===== src/rtl/param_sync_fifo.sv =====
// rtl/param_sync_fifo.sv - parametrised single-clock FIFO with occupancy, thresholds and sticky error flags
module param_sync_fifo #(
    parameter int WIDTH     = 8,
    parameter int DEPTH     = 16,
    parameter int AF_THRESH = 14,
    parameter int AE_THRESH = 2,
    localparam int CW       = $clog2(DEPTH + 1)
) (
    input  logic             clk,
    input  logic             reset,
    input  logic             push,
    input  logic [WIDTH-1:0] data_in,
    input  logic             pop,
    output logic [WIDTH-1:0] data_out,
    output logic             out_valid,
    output logic             full,
    output logic             empty,
    output logic             almost_full,
    output logic             almost_empty,
    output logic [CW-1:0]    count,
    output logic             overflow,
    output logic             underflow,
    input  logic             clear_err
);

    localparam int AW = $clog2(DEPTH);
    localparam logic [AW-1:0] LAST = AW'(DEPTH - 1);

    logic [WIDTH-1:0] mem [DEPTH];
    logic [AW-1:0]    head;
    logic [AW-1:0]    tail;
    logic             pop_ok;
    logic             push_ok;

    // A pop frees a slot on the same edge, so a full FIFO still accepts push+pop.
    assign pop_ok  = pop & (count != '0);
    assign push_ok = push & ((count != CW'(DEPTH)) | pop_ok);

    assign full         = (count == CW'(DEPTH));
    assign empty        = (count == '0);
    assign almost_full  = (count >= CW'(AF_THRESH));
    assign almost_empty = (count <= CW'(AE_THRESH));

    always_ff @(posedge clk) begin
        if (push_ok) begin
            mem[tail] <= data_in;
        end
    end

    always_ff @(posedge clk or posedge reset) begin
        if (reset) begin
            head      <= '0;
            tail      <= '0;
            count     <= '0;
            data_out  <= '0;
            out_valid <= 1'b0;
            overflow  <= 1'b0;
            underflow <= 1'b0;
        end else begin
            if (push_ok) begin
                tail <= (tail == LAST) ? '0 : tail + 1'b1;
            end
            if (pop_ok) begin
                head     <= (head == LAST) ? '0 : head + 1'b1;
                data_out <= mem[head];
            end
            out_valid <= pop_ok;
            count     <= count + CW'(push_ok) - CW'(pop_ok);
            // A fresh error on the clearing edge keeps its flag set.
            overflow  <= (overflow & ~clear_err) | (push & ~push_ok);
            underflow <= (underflow & ~clear_err) | (pop & ~pop_ok);
        end
    end

endmodule


===== config.mk =====
export PLATFORM = sky130hd
export DESIGN_NAME = param_sync_fifo
export DESIGN_NICKNAME = d
export VERILOG_FILES = /design/src/rtl/param_sync_fifo.sv
export SDC_FILE = /design/constraint.sdc
export NUM_CORES = 1
export LEC_CHECK = 0
export ABC_AREA = 0
export CAP_MARGIN = 20
export CORE_AREA = 2 2 106 108
export CTS_CLUSTER_DIAMETER = 120
export DETAILED_ROUTE_END_ITERATION = 8
export DIE_AREA = 0 0 108 110
export PLACE_DENSITY = 0.82
export SYNTH_ARGS = -nofsm -noshare
export SYNTH_HDL_FRONTEND = slang
export SYNTH_SLANG_ARGS = --single-unit

===== constraint.sdc =====
create_clock -name clk -period 2.8 [get_ports clk]
set_input_delay 0.56 -clock clk [delete_from_list [all_inputs] [get_ports clk]]
set_output_delay 0.56 -clock clk [all_outputs]
set_load 0.005 [all_outputs]

==> impl_metrics.toml, run 1 <==
[flow_run]
cap_violations = 0

[yosys]
async_flop_share = 0.1579
synth_edf_count = 128
syn_nets = 414
synthTopCellsByArea = "edfxtp_1 (61%), dfrtp_1 (9.6%), mux2i_1 (7.7%)"
syn_inst = 384
yosysWarningCount = 0
ys_types = 41
netlist.area_leader.share = 0.6146
synth_top_cell_by_area = "edfxtp_1"
yosysMostFrequentCell = "edfxtp_1"
ys_top_cells_by_count = "edfxtp_1 (128), mux2i_1 (48), nor2_1 (32), dfrtp_1 (24)"
netlist_area_um2 = 6253
syn_area_per_cell_um2 = 16.29
yosys_most_used_dff = "edfxtp_1"
ys_seq_area_frac = 0.7107
ys_ff_latch = 152

[setup_path]
cp_max_fo = 5
end_kind = "output port"
crit_type = "flip-flop to output port"
path_depth = 5
reg2reg_to = "count[4]$_DFF_PP0_"
max_stage_delay_ns = 0.50
critPathArrivalTime_ns = 2.12
cp_slowest_cell = "clkdlybuf4s50_1"
start_kind = "flip-flop"
worstPathCellList = "inv_2, ha_1, nor2b_1, o21a_1, clkdlybuf4s50_1"
crit_end = "almost_empty"
worstPathBufferInverterCount = 2
startpoint = "count[2]$_DFF_PP0_"
rrSetupSlack_ns = 0.18
cpLargestDelayFamily = "buffers and inverters"
worstPathRequired_ns = 2.24
r2r_start = "count[2]$_DFF_PP0_"
reg2reg_depth = 13

[floorplanning]
start_util = 0.5846
die_h_um = 110
row_count = 38
placeableCoreArea_um2 = 10700
dieArea_um2 = 11880
ioPinCount = 33
die_w_um = 108

[final_layout]
diodes = 0
fin_util = 0.6929
fin_cells = 593
nNetsFinal = 470
syn2layout_area_growth_pct = 18.53
final_layout_size_suffix_gt1_frac = 0.1567

[sta]
rsz0062_at_grt = "yes"
fin_crit_sh = 0.9580
setup_ws_ns = 0.1177
setup_viol = 0
final_max_slew_viol_count = 0
clock.fmax_mhz = 372.8
tightest_slew_ns = 0.9237
timing.hold.ws_ns = 0.5369
post-route-min-period_ns = 2.682
fin_skew_ns = 0.007128
slew_headroom = 0.3835
report.final.hold_viol_count = 0

[power_and_ir_drop]
finalPower_mw = 7.600
power_density_nw_per_um2 = 1025
leakagePower_nw = 2.713
ir_worst_vdd_mv = 0.4504

[routing]
vias_per_cell = 5.868
antenna_left = 0
avgRoutedWirePerCell_um = 21.44
drtIter0Drc = 381
firstDrtPassIters = 5
drc_errors = 0
drt_wl_total_um = 12710
num_vias = 3480

[clocking]
h-tree-depth = 4
cts-buffers-inserted = 17
clock_path_buffers = 2
numClockSinks = 152
clkSlewWorstSetupHoldPaths_ns = 0.06
cts_tree = "yes"
root_buffer = "clkbuf_8"
insertion_delay_ns = 0.53
cts_hold_buf = 0

[place]
dp_slack_ns = -0.02693
place_hpwl_um = 7747
place.gp.congestion = 0.7863
io_buffers = 32
place_inst = 560

[global_route]
antenna_found_initial = 0
use_met2 = 0.3679
met1_usage = 0.3124
grt-ovfl-total = 0
grt_usage = 0.2354
grt_pass1_vias = 3472
grtUsageMet3 = 0.08113
grt_first_pass_wirelength_um = 19560
grt_busiest_layer = "met2"
grt_max_degree = 25

[worst_hold_path]
worstHoldPathType = "flip-flop to flip-flop"

[outcome]
run_status = "finished, final reports clean"
worst min path at each step:
stage                              startpoint                   to  slack [ns]  cells after the start
after floorplan            overflow$_DFF_PP0_   overflow$_DFF_PP0_        0.51                      2
after CTS                  overflow$_DFF_PP0_   overflow$_DFF_PP0_        0.54                      2
after detailed placement   overflow$_DFF_PP0_   overflow$_DFF_PP0_        0.52                      2
after global routing       overflow$_DFF_PP0_   overflow$_DFF_PP0_        0.57                      2
final                     underflow$_DFF_PP0_  underflow$_DFF_PP0_        0.54                      2
after global placement    underflow$_DFF_PP0_  underflow$_DFF_PP0_        0.52                      2
final cells by class:
| class | count | area, um2 |
|---|---|---|
| Multi-Input combinational cell | 197 | 1617 |
| Fill cell | 694 | 3286 |
| Tap cell | 140 | 175.2 |
| Sequential cell | 152 | 4447 |
| Clock buffer | 19 | 421.7 |
| Inverter | 16 | 60.06 |
| Timing Repair Buffer | 56 | 500.5 |
| Clock inverter | 13 | 191.4 |
sequential cells by signal, summed over array words and instances (netlist names):
register	cells
mem	128
data_out	8
count	5
head	4
tail	4
out_valid	1
overflow	1
underflow	1
repair_timing:
action                     4_1_cts  5_1_grt
setup endpoints to repair        0        2
buffers inserted                 0        1
gates resized for setup          0        6
power breakdown:
part,internal (mW),switching [mW]
clock network,1.46,0.898
logic,1.03,1.10
registers,2.78,0.335
kinds of logic after synthesis:
group	synth area share
compound gates	0.05883
xor+xnor	0.007004
fa+ha+maj	0.03521
buf+inv	0.03161
flops	0.7107
mux	0.1092
simple gates	0.04742
per-layer routing:
| metal | vias to the layer above | wire length, um |
|---|---|---|
| li1 | 1582 | - |
| met1 | 1726 | 5338 |
| met2 | 153 | 6119 |
| met3 | 19 | 1031 |
| met4 | 0 | 221 |
| met5 | - | 0 |
stage by stage:
stage	TNS, ns	instance area, um2
floorplan	0	6254
global placement	0	6784
detailed placement	-0.02693	6784
CTS	0	7397
global route	-0.04895	7412
finish	0	7412
placed cells by master (no fill, tap or decap), types with 11 or more instances in the layout:
cell type | synthesis | final
o22ai_1 | 16 | 16
mux2i_1 | 48 | 48
edfxtp_1 | 128 | 128
o21ai_0 | 11 | 11
clkdlybuf4s50_1 | 0 | 32
dfrtp_1 | 24 | 22
inv_1 | 16 | 14
buf_4 | 2 | 24
nor2_1 | 32 | 32
clkbuf_16 | 0 | 16
ha_1 | 16 | 15
worst reg2reg max path: stages (launching register included):
cell and delay, ns:
dfrtp_2 0.44, inv_2 0.10, ha_1 0.19, nor4b_4 0.27, nor2b_1 0.11, ha_1 0.31, inv_1 0.07, ha_2 0.18
inv_1 0.06, fa_2 0.36, nor2_1 0.10, nor2_1 0.05, o21bai_1 0.17, xnor2_1 0.14
Note: power is estimated with default switching activity, not from simulation.
==> run 2: changes to the inputs <==
- ABC_AREA: 0 -> 1
- CORE_AREA: 2 2 106 108 -> 2 2 115 117
- DIE_AREA: 0 0 108 110 -> 0 0 117 119
- PLACE_DENSITY: 0.82 -> 0.78
- clock period: 2.8 -> 2.4 ns (I/O delays scaled with it)
==> run 2 against run 1 <==
Final cell count increased by 51%. Clock skew about the same. Non-clock buffer count increased by 10. Wire length increased by 20%. Synthesized area increased by 7.0%. First-iteration DRC count increased by 81%. Total power increased by 22%. Clock power increased by 16%. Synthesized cell count increased by 67%. Design area increased by 8.1%. Critical path type is now flip-flop to flip-flop. Critical endpoint is now count[4]$_DFF_PP0_. Highest routed layer unchanged.
==> impl_metrics.toml, run 2 <==
[outcome]
run_status = "finished, final reports clean"

[clocking]
cts_tree = "yes"
h-tree-depth = 4
clock_path_buffers = 2
clkSlewWorstSetupHoldPaths_ns = 0.06
root_buffer = "clkbuf_16"
insertion_delay_ns = 0.42
cts_hold_buf = 0
cts-buffers-inserted = 17
numClockSinks = 152

[power_and_ir_drop]
p_int_mw = 6.173
leakagePower_nw = 3.439
netSwitchingPower_mw = 3.132
p_sw_frac = 0.3366
p_seq_frac = 0.372
power_density_nw_per_um2 = 1162
p_clk_frac = 0.294
power_frac_comb = 0.333
ir_worst_vdd_mv = 0.5626

[floorplanning]
ioPinCount = 33
die_h_um = 119
start_util = 0.5198
row_count = 42
die_w_um = 117
dieArea_um2 = 13920
placeableCoreArea_um2 = 12870

[global_route]
antenna_found_initial = 0
grt_max_degree = 67
grt_pass1_vias = 4697
grt_first_pass_wirelength_um = 24090
grt-ovfl-total = 0
grt_usage = 0.2354

[setup_path]
cp_max_fo = 3
critPathArrivalTime_ns = 2.60
rrSetupSlack_ns = 0.1
worstPathCellList = "inv_2, ha_4, nand2_1, nor2_2, nand2_1, nand2_2, ha_1, inv_1, ha_2, inv_1, fa_2, o21ai_2, a21oi_2, xor2_1"
start_kind = "flip-flop"
worstPathRequired_ns = 2.70
worstPathBufferInverterCount = 3
crit_type = "flip-flop to flip-flop"
end_kind = "flip-flop"
max_stage_delay_ns = 0.39
cp_slowest_cell = "dfrtp_1"
cpLargestDelayFamily = "adder cells"

[yosys]
synthTopCellsByArea = "edfxtp_1 (57%), nand2_1 (9.5%), dfrtp_1 (9.0%)"
yosysWarningCount = 0
syn_inst = 643
netlist_area_um2 = 6693
syn_area_per_cell_um2 = 10.41
netlist.area_leader.share = 0.5743
ys_top_cells_by_count = "nand2_1 (170), edfxtp_1 (128), inv_1 (105), nand3_1 (97), nor2_1 (35)"
ys_ff_latch = 152
yosysMostFrequentCell = "nand2_1"
async_flop_share = 0.1579
ys_seq_area_frac = 0.6640
yosys_most_used_dff = "edfxtp_1"
synth_top_cell_by_area = "edfxtp_1"
synth_edf_count = 128
ys_types = 22
syn_nets = 673

[place]
dp_slack_ns = -0.1257
place_area_um2 = 7355
place.gp.congestion = 0.8896
place_hpwl_um = 9506
io_buffers = 32

[final_layout]
fin_util = 0.6221
nFillCells = 977
layout_common_cells = "nand2_1 (169), edfxtp_1 (128), inv_1 (102)"
nNetsFinal = 734
final_layout_size_suffix_gt1_frac = 0.1046
final_common_cell = "nand2_1"
finalInstanceArea_um2 = 8009
largest_reg_flops = 128
reg_top3 = "mem: 128 flops, data_out: 8 flops, count: 5 flops"
syn2layout_area_growth_pct = 19.67
diodes = 0
regMostFlops = "mem"

[routing]
num_vias = 4669
drtIter0Drc = 690
firstDrtPassIters = 5
vias_per_cell = 5.228
antenna_left = 0
drc_errors = 0
avgRoutedWirePerCell_um = 17.01
drt_wl_total_um = 15190

[sta]
timing.hold.ws_ns = 0.4309
setup_ws_ns = 0.09778
post-route-min-period_ns = 2.302
report.final.hold_viol_count = 0
fin_crit_sh = 0.9593
setup_viol = 0
rsz0062_at_grt = "yes"
final_max_slew_viol_count = 0
fin_skew_ns = 0.007078
slew_headroom = 0.4969
clock.fmax_mhz = 434.4
tightest_slew_ns = 0.7523

[worst_hold_path]
worstHoldPathType = "input port to async pin"

[flow_run]
cap_violations = 0
==> run 2: changes by cell type in the layout (fill, tap and decap cells not counted), sizes merged, moves of 5 or more <==
cell,before,now
mux2i,48,0
mux4,8,0
a221oi,8,0
nand2,10,170
a21oi,2,19
clkinv,3,10
inv,20,106
xor2,2,7
o22ai,16,1
buf,24,34
nand3,3,97
a31oi,9,0
==> run 2: repair_timing <==
| item | in CTS | in global routing |
|---|---|---|
| endpoints found under the setup margin | 0 | 2 |
| buffers inserted | 0 | 2 |
| gates resized for setup | 0 | 11 |
==> run 2: layout make-up <==
class | count | area, um2 | share of cell area
Clock buffer | 21 | 450.4 | 0.05624
Sequential cell | 152 | 4447 | 0.5552
Clock inverter | 11 | 152.6 | 0.01906
Inverter | 109 | 409.1 | 0.05109
Tap cell | 176 | 220.2 | 0.02750
Timing Repair Buffer | 66 | 590.6 | 0.07374
Multi-Input combinational cell | 358 | 1739 | 0.2172
==> run 2: worst min-delay path, stage by stage <==
cell and delay, ns:
clkdlybuf4s50_1 0.40, inv_1 0.05, buf_4 0.32
==> run 2: path summary, 6_finish.rpt <==
path                                         startpoint                       to  depth (start not counted)
min in group clk                data_out[6]$_DFFE_PP0P_  data_out[6]$_DFFE_PP0P_                          2
max in group asynchronous                         reset       count[0]$_DFF_PP0_                          3
worst max register to register       count[2]$_DFF_PP0_       count[4]$_DFF_PP0_                         14
worst min register to register  data_out[6]$_DFFE_PP0P_  data_out[6]$_DFFE_PP0P_                          2
worst max-delay path                 count[2]$_DFF_PP0_       count[4]$_DFF_PP0_                         14
worst min-delay path                              reset      head[1]$_DFFE_PP0P_                          3
==> run 2: metrics by stage <==
step           total power [mW]  TNS (ns)  std cells
6_report                  9.305         0        893
3_5_place_dp              6.466   -0.1517        859
4_1_cts                   9.216         0        891
3_3_place_gp              6.324  -0.07083        859
2_1_floorplan             5.357         0        643
5_1_grt                   9.814  -0.01792        893
==> run 2: metal layers <==
| layer | vias to the layer above | share of wire | GRT usage |
|---|---|---|---|
| met5 | - | 0 | 0 |
| met4 | 0 | 0.036 | 0.1044 |
| met1 | 2214 | 0.40 | 0.3047 |
| met3 | 40 | 0.072 | 0.05089 |
| met2 | 210 | 0.49 | 0.3804 |
| li1 | 2205 | - | - |
==> run 2: kinds of logic after synthesis <==
logic type,count (synthesis),synth area share
buffers and inverters,133,0.08132
flip-flops,152,0.6641
AND/OR/NAND/NOR,304,0.1896
XOR/XNOR,7,0.009161
adder cells (fa/ha/maj),17,0.03290
AO/OA/AOI/OAI,30,0.02300
==> run 2: power groups by stage <==
stage	Clock [mW]	Sequential (mW)	Combinational (mW)
floorplan	0	3.48	1.88
global placement	0	3.49	2.83
detailed placement	0	3.51	2.96
CTS	2.76	3.46	3.00
global route	2.86	3.51	3.44
finish	2.74	3.47	3.10
==> run 3: changes to the inputs <==
- ABC_CLOCK_PERIOD_IN_PS: not set -> 2400
==> results of run 3 <==
No change in the layout: final DEF, timing and power equal those of run 2.
